### config.mk
export PLATFORM = sky130hd
export DESIGN_NAME = regfile_mp_flat
export DESIGN_NICKNAME = d
export VERILOG_FILES = /design/src/rtl/regfile_mp_if.sv /design/src/rtl/regfile_mp.sv /design/src/flat_wrapper.sv
export SDC_FILE = /design/constraint.sdc
export NUM_CORES = 1
export LEC_CHECK = 0
export CORE_UTILIZATION = 24
export DETAILED_ROUTE_END_ITERATION = 7
export PLACE_DENSITY = 0.37
export SYNTH_ARGS = -nofsm -noshare
export SYNTH_HDL_FRONTEND = slang
export SYNTH_SLANG_ARGS = --single-unit
### constraint.sdc
create_clock -name clk -period 18.1 [get_ports clk]
set_input_delay 5.43 -clock clk [delete_from_list [all_inputs] [get_ports clk]]
set_output_delay 5.43 -clock clk [all_outputs]
set_load 0.01 [all_outputs]
### src/rtl/regfile_mp_if.sv
// Bus bundle for regfile_mp: read/write/issue ports from decode, read data and hazard status back.
interface regfile_mp_if #(
  parameter int DATA_W = 16,
  parameter int ADDR_W = 4,
  parameter int NUM_RD = 2,
  parameter int NUM_WR = 2
);
  logic [NUM_RD*ADDR_W-1:0] SrcReg;
  logic [NUM_RD*DATA_W-1:0] SrcData;
  logic [NUM_RD-1:0]        SrcPending;
  logic [NUM_WR-1:0]        WriteReg;
  logic [NUM_WR*ADDR_W-1:0] DstReg;
  logic [NUM_WR*DATA_W-1:0] DstData;
  logic                     IssueEn;
  logic [ADDR_W-1:0]        IssueReg;
  logic [ADDR_W:0]          PendCnt;

  modport master (
    output SrcReg, WriteReg, DstReg, DstData, IssueEn, IssueReg,
    input  SrcData, SrcPending, PendCnt
  );

  modport slave (
    input  SrcReg, WriteReg, DstReg, DstData, IssueEn, IssueReg,
    output SrcData, SrcPending, PendCnt
  );
endinterface

### src/rtl/regfile_mp.sv
// Multi-port register file with write-before-read bypass and a per-register pending scoreboard.
// Reads are combinational (0 cycles); writes/issues land on the next edge; no backpressure.
module regfile_mp #(
  parameter int DATA_W   = 16,
  parameter int ADDR_W   = 4,
  parameter int NUM_RD   = 2,
  parameter int NUM_WR   = 2,
  parameter bit ZERO_REG = 1'b1
) (
  input  logic        clk,
  input  logic        rst,
  regfile_mp_if.slave bus
);
  localparam int NREGS = 1 << ADDR_W;

  logic [DATA_W-1:0]        regs [NREGS];
  logic [NREGS-1:0]         pend;
  logic [NREGS-1:0]         pend_nxt;
  logic [ADDR_W:0]          cnt;
  logic [ADDR_W:0]          cnt_nxt;
  logic [NUM_RD*DATA_W-1:0] src_data;
  logic [NUM_RD-1:0]        src_pend;
  logic [ADDR_W-1:0]        rd_addr;
  logic [DATA_W-1:0]        rd_data;
  logic                     rd_hit;

  function automatic logic is_zero(input logic [ADDR_W-1:0] a);
    return ZERO_REG && (a == '0);
  endfunction

  // Clears are applied before the issue so a same-cycle issue supersedes the write.
  always_comb begin
    pend_nxt = pend;
    for (int w = 0; w < NUM_WR; w++) begin
      if (bus.WriteReg[w]) begin
        pend_nxt[bus.DstReg[w*ADDR_W +: ADDR_W]] = 1'b0;
      end
    end
    if (bus.IssueEn && !is_zero(bus.IssueReg)) begin
      pend_nxt[bus.IssueReg] = 1'b1;
    end
    cnt_nxt = '0;
    for (int i = 0; i < NREGS; i++) begin
      cnt_nxt = cnt_nxt + (ADDR_W+1)'(pend_nxt[i]);
    end
  end

  always_ff @(posedge clk) begin
    if (rst) begin
      for (int i = 0; i < NREGS; i++) begin
        regs[i] <= '0;
      end
      pend <= '0;
      cnt  <= '0;
    end else begin
      // Later ports overwrite earlier ones, giving the highest index priority.
      for (int w = 0; w < NUM_WR; w++) begin
        if (bus.WriteReg[w] && !is_zero(bus.DstReg[w*ADDR_W +: ADDR_W])) begin
          regs[bus.DstReg[w*ADDR_W +: ADDR_W]] <= bus.DstData[w*DATA_W +: DATA_W];
        end
      end
      pend <= pend_nxt;
      cnt  <= cnt_nxt;
    end
  end

  always_comb begin
    src_data = '0;
    src_pend = '0;
    rd_addr  = '0;
    rd_data  = '0;
    rd_hit   = 1'b0;
    for (int r = 0; r < NUM_RD; r++) begin
      rd_addr = bus.SrcReg[r*ADDR_W +: ADDR_W];
      rd_data = regs[rd_addr];
      rd_hit  = 1'b0;
      for (int w = 0; w < NUM_WR; w++) begin
        if (bus.WriteReg[w] && (bus.DstReg[w*ADDR_W +: ADDR_W] == rd_addr) &&
            !rst && !is_zero(rd_addr)) begin
          rd_hit  = 1'b1;
          rd_data = bus.DstData[w*DATA_W +: DATA_W];
        end
      end
      if (is_zero(rd_addr)) begin
        rd_data = '0;
      end
      src_data[r*DATA_W +: DATA_W] = rd_data;
      src_pend[r] = pend[rd_addr] && !rd_hit && !rst;
    end
  end

  assign bus.SrcData    = src_data;
  assign bus.SrcPending = src_pend;
  assign bus.PendCnt    = cnt;
endmodule

### src/flat_wrapper.sv
// flat-port wrapper written by rule: the top's interface ports become plain ports
module regfile_mp_flat 
#(
  parameter int DATA_W   = 16,
  parameter int ADDR_W   = 4,
  parameter int NUM_RD   = 2,
  parameter int NUM_WR   = 2,
  parameter bit ZERO_REG = 1'b1
)
  (clk, rst, bus_SrcReg, bus_WriteReg, bus_DstReg, bus_DstData, bus_IssueEn, bus_IssueReg, bus_SrcData, bus_SrcPending, bus_PendCnt);
  regfile_mp_if #(.DATA_W(DATA_W), .ADDR_W(ADDR_W), .NUM_RD(NUM_RD), .NUM_WR(NUM_WR)) bus_i ();
  input  logic clk;
  input  logic rst;
  input wire logic [$bits(bus_i.SrcReg)-1:0] bus_SrcReg;
  input wire logic [$bits(bus_i.WriteReg)-1:0] bus_WriteReg;
  input wire logic [$bits(bus_i.DstReg)-1:0] bus_DstReg;
  input wire logic [$bits(bus_i.DstData)-1:0] bus_DstData;
  input wire logic [$bits(bus_i.IssueEn)-1:0] bus_IssueEn;
  input wire logic [$bits(bus_i.IssueReg)-1:0] bus_IssueReg;
  output wire logic [$bits(bus_i.SrcData)-1:0] bus_SrcData;
  output wire logic [$bits(bus_i.SrcPending)-1:0] bus_SrcPending;
  output wire logic [$bits(bus_i.PendCnt)-1:0] bus_PendCnt;
  assign bus_i.SrcReg = bus_SrcReg;
  assign bus_i.WriteReg = bus_WriteReg;
  assign bus_i.DstReg = bus_DstReg;
  assign bus_i.DstData = bus_DstData;
  assign bus_i.IssueEn = bus_IssueEn;
  assign bus_i.IssueReg = bus_IssueReg;
  assign bus_SrcData = bus_i.SrcData;
  assign bus_SrcPending = bus_i.SrcPending;
  assign bus_PendCnt = bus_i.PendCnt;
  regfile_mp #(.DATA_W(DATA_W), .ADDR_W(ADDR_W), .NUM_RD(NUM_RD), .NUM_WR(NUM_WR), .ZERO_REG(ZERO_REG)) u_core (.clk(clk), .rst(rst), .bus(bus_i));
endmodule
==> results.ini <==
[synth]
yosys-top-cells-count=256 x edfxtp_1, 245 x a22o_1, 138 x mux4_2, 87 x clkbuf_1, 64 x a22oi_1
synth_ff_type=edfxtp_1
synth_top_area_share_pct=45.17
synth_area_leader_cell=edfxtp_1
synthTopCellsByArea=edfxtp_1 45%, mux4_2 18%, a22o_1 13%
ys_ff_latch=277
synth.avg_cell_area_um2=13.68
synth_edf_count=256
syn_area_um2=17020
yosysSeqAreaShare_pct=47.64
synth-async-reset-ratio_pct=0
syn_inst=1244
synth.most_common_cell=edfxtp_1
ys_warn_count=0
synth_cell_types=51

[routing]
drc=0
ant_nets=0
wl_per_cell_um=32.15
vias_per_cell=5.539
vias=12435
wirelength_um=72170
dr.pass1.iters=5
drt-initial-drc-count=1322

[timing]
slew_violations=0
finalSetupViolations=0
finClkSkew_ns=0.002473
fin_hold_ws_ns=0.6123
max_freq_mhz=65.92
tns_ns=0
max_slew_margin_pct=12.43
period_share_pct=83.82
min_period_ns=15.17
worst_pin_slew_ns=1.314
hold_viol=0
rsz0062_at_grt=no

[power_and_ir_drop]
p_sw_uw=484.9
peakVddDrop_mv=0.05303
p_seq_share_pct=43.4
total_leakage_power_uw=0.006705
combPwrFrac_pct=17.0
sw_frac_of_total_pct=27.55
p_per_area_nw_per_um2=87.32
clock_power_share_pct=39.6
intPower_uw=1275
power_uw=1760

[critical_path]
worstSetupStartpointType=input port
critPathRequiredTime_ns=12.67
critical_path.max_fanout=18
cp.arrival_ns=9.74
criticalPathCategory=input port to output pin
crit_path_end_kind=output pin

[floorplanning]
core-area_um2=70150
io_pins=96
dieArea_um2=71970
die_h_um=268.3
start_util_pct=24.26
num_rows=97
die_w_um=268.3

[clock_tree]
cts_tree=yes
ctsResizeCount=0
cts_made_buffers=36
cts_sinks=277
holdBufCountCts=0
clkLatencyLatePin_ns=0.55
cts-root-buf=clkbuf_16
post_cts_buffers=0
clk_path_buf_depth=3
h-tree-depth=2
clkTransAtPathRegs_ns=0.06

[placed_design]
gp_congestion=0.8223
port_buffers=95
placed_area_um2=19040
dp_hpwl_um=44510

[final_layout]
multi_input_area_um2=8227
syn2layout_area_growth_pct=18.43
drive_above_1_share_pct=24.44
fill_cells=7217
fin_nets=1350
register_area_um2=8108
diodes=0
final_cell_area_um2=20150

[run_status]
outcome=complete, no violations

[global_route]
grt.total_usage_pct=19.93
grt_pass1_wl_um=99150
grt_pass1_vias=12421
antenna_found_initial=0
grt_overflow=0
grt_max_degree=50

[hold_path]
hp-class=flip-flop to flip-flop

[flow_run]
maxCapViolCount=0

[power by group through the flow]
stage | logic [uW] | clock network, uW | registers, uW
floorplan | 174 | 0 | 769
global placement | 300 | 0 | 775
detailed placement | 299 | 0 | 777
CTS | 300 | 711 | 763
global route | 313 | 736 | 768
finish | 300 | 696 | 764
[layer usage]
metal	GRT usage, %	wire (um)
met2	31.73	33410
met5	0	0
met3	3.839	5303
met1	27.88	32060
met4	4.402	1399
[layout make-up]
cell class	instances	area share [%]
multi-input combinational	776	40.82
sequential	277	40.23
timing repair buffer	160	7.077
tap	940	5.836
clock buffer	56	5.252
inverter	27	0.5029
clock inverter	9	0.2856
[stage by stage]
stage	worst slack, ns	cells	util, %
5_1_grt	2.807	2245	28.73
4_1_cts	3.010	2245	28.73
3_5_place_dp	3.010	2180	27.14
2_1_floorplan	5.495	1259	-
6_report	2.929	2245	28.73
3_3_place_gp	3.079	2180	27.14
[cell usage in the layout, fill, tap and decap left out, types with 16 or more instances in the layout]
master | synthesis | layout
a21oi_1 | 28 | 28
a22o_1 | 245 | 245
a22oi_1 | 64 | 64
buf_4 | 2 | 70
clkbuf_16 | 0 | 38
clkdlybuf4s50_1 | 0 | 90
conb_1 | 1 | 16
dfxtp_1 | 21 | 21
edfxtp_1 | 256 | 256
inv_1 | 27 | 27
mux4_2 | 138 | 138
nand2_1 | 43 | 43
nor2_1 | 37 | 32
nor2b_1 | 21 | 21
o21a_1 | 16 | 16
o221a_2 | 31 | 31
[kinds of logic after synthesis]
family                   count (synthesis)  synth area share (%)
adder cells (fa/ha/maj)                 15                 1.544
multiplexers                           138                 18.26
AND/OR/NAND/NOR                        182                 6.294
flip-flops                             277                 47.64
buffers and inverters                  206                 5.205
AO/OA/AOI/OAI                          410                 20.26
XOR/XNOR                                15                0.7720
other                                    1               0.02204
[sequential cells by signal (all words and copies together), names as in the netlist]
signal and cells:
u_core.regs 256, u_core.pend 16, u_core.bus.PendCnt 5
[critical path, cell delays in order]
cell and delay (ns):
clkdlybuf4s50_1 0.92, nor3_1 0.13, or3_4 0.36, a2111oi_4 1.10, nand2b_1 0.86, o221a_2 0.36
clkdlybuf4s50_1 0.56
[path summary, 6_finish.rpt]
| kind | from | to | slack (ns) | depth (start not counted) |
|---|---|---|---|---|
| max | bus_SrcReg[1] | bus_SrcData[13] | 2.93 | 7 |
| min | u_core.pend[7] | u_core.pend[7] | 0.61 | 2 |
| min reg2reg | u_core.pend[7] | u_core.pend[7] | 0.61 | 2 |
| max reg2reg | u_core.pend[1] | u_core.bus.PendCnt[4] | 14.00 | 12 |
(Power assumes the default switching activity.)
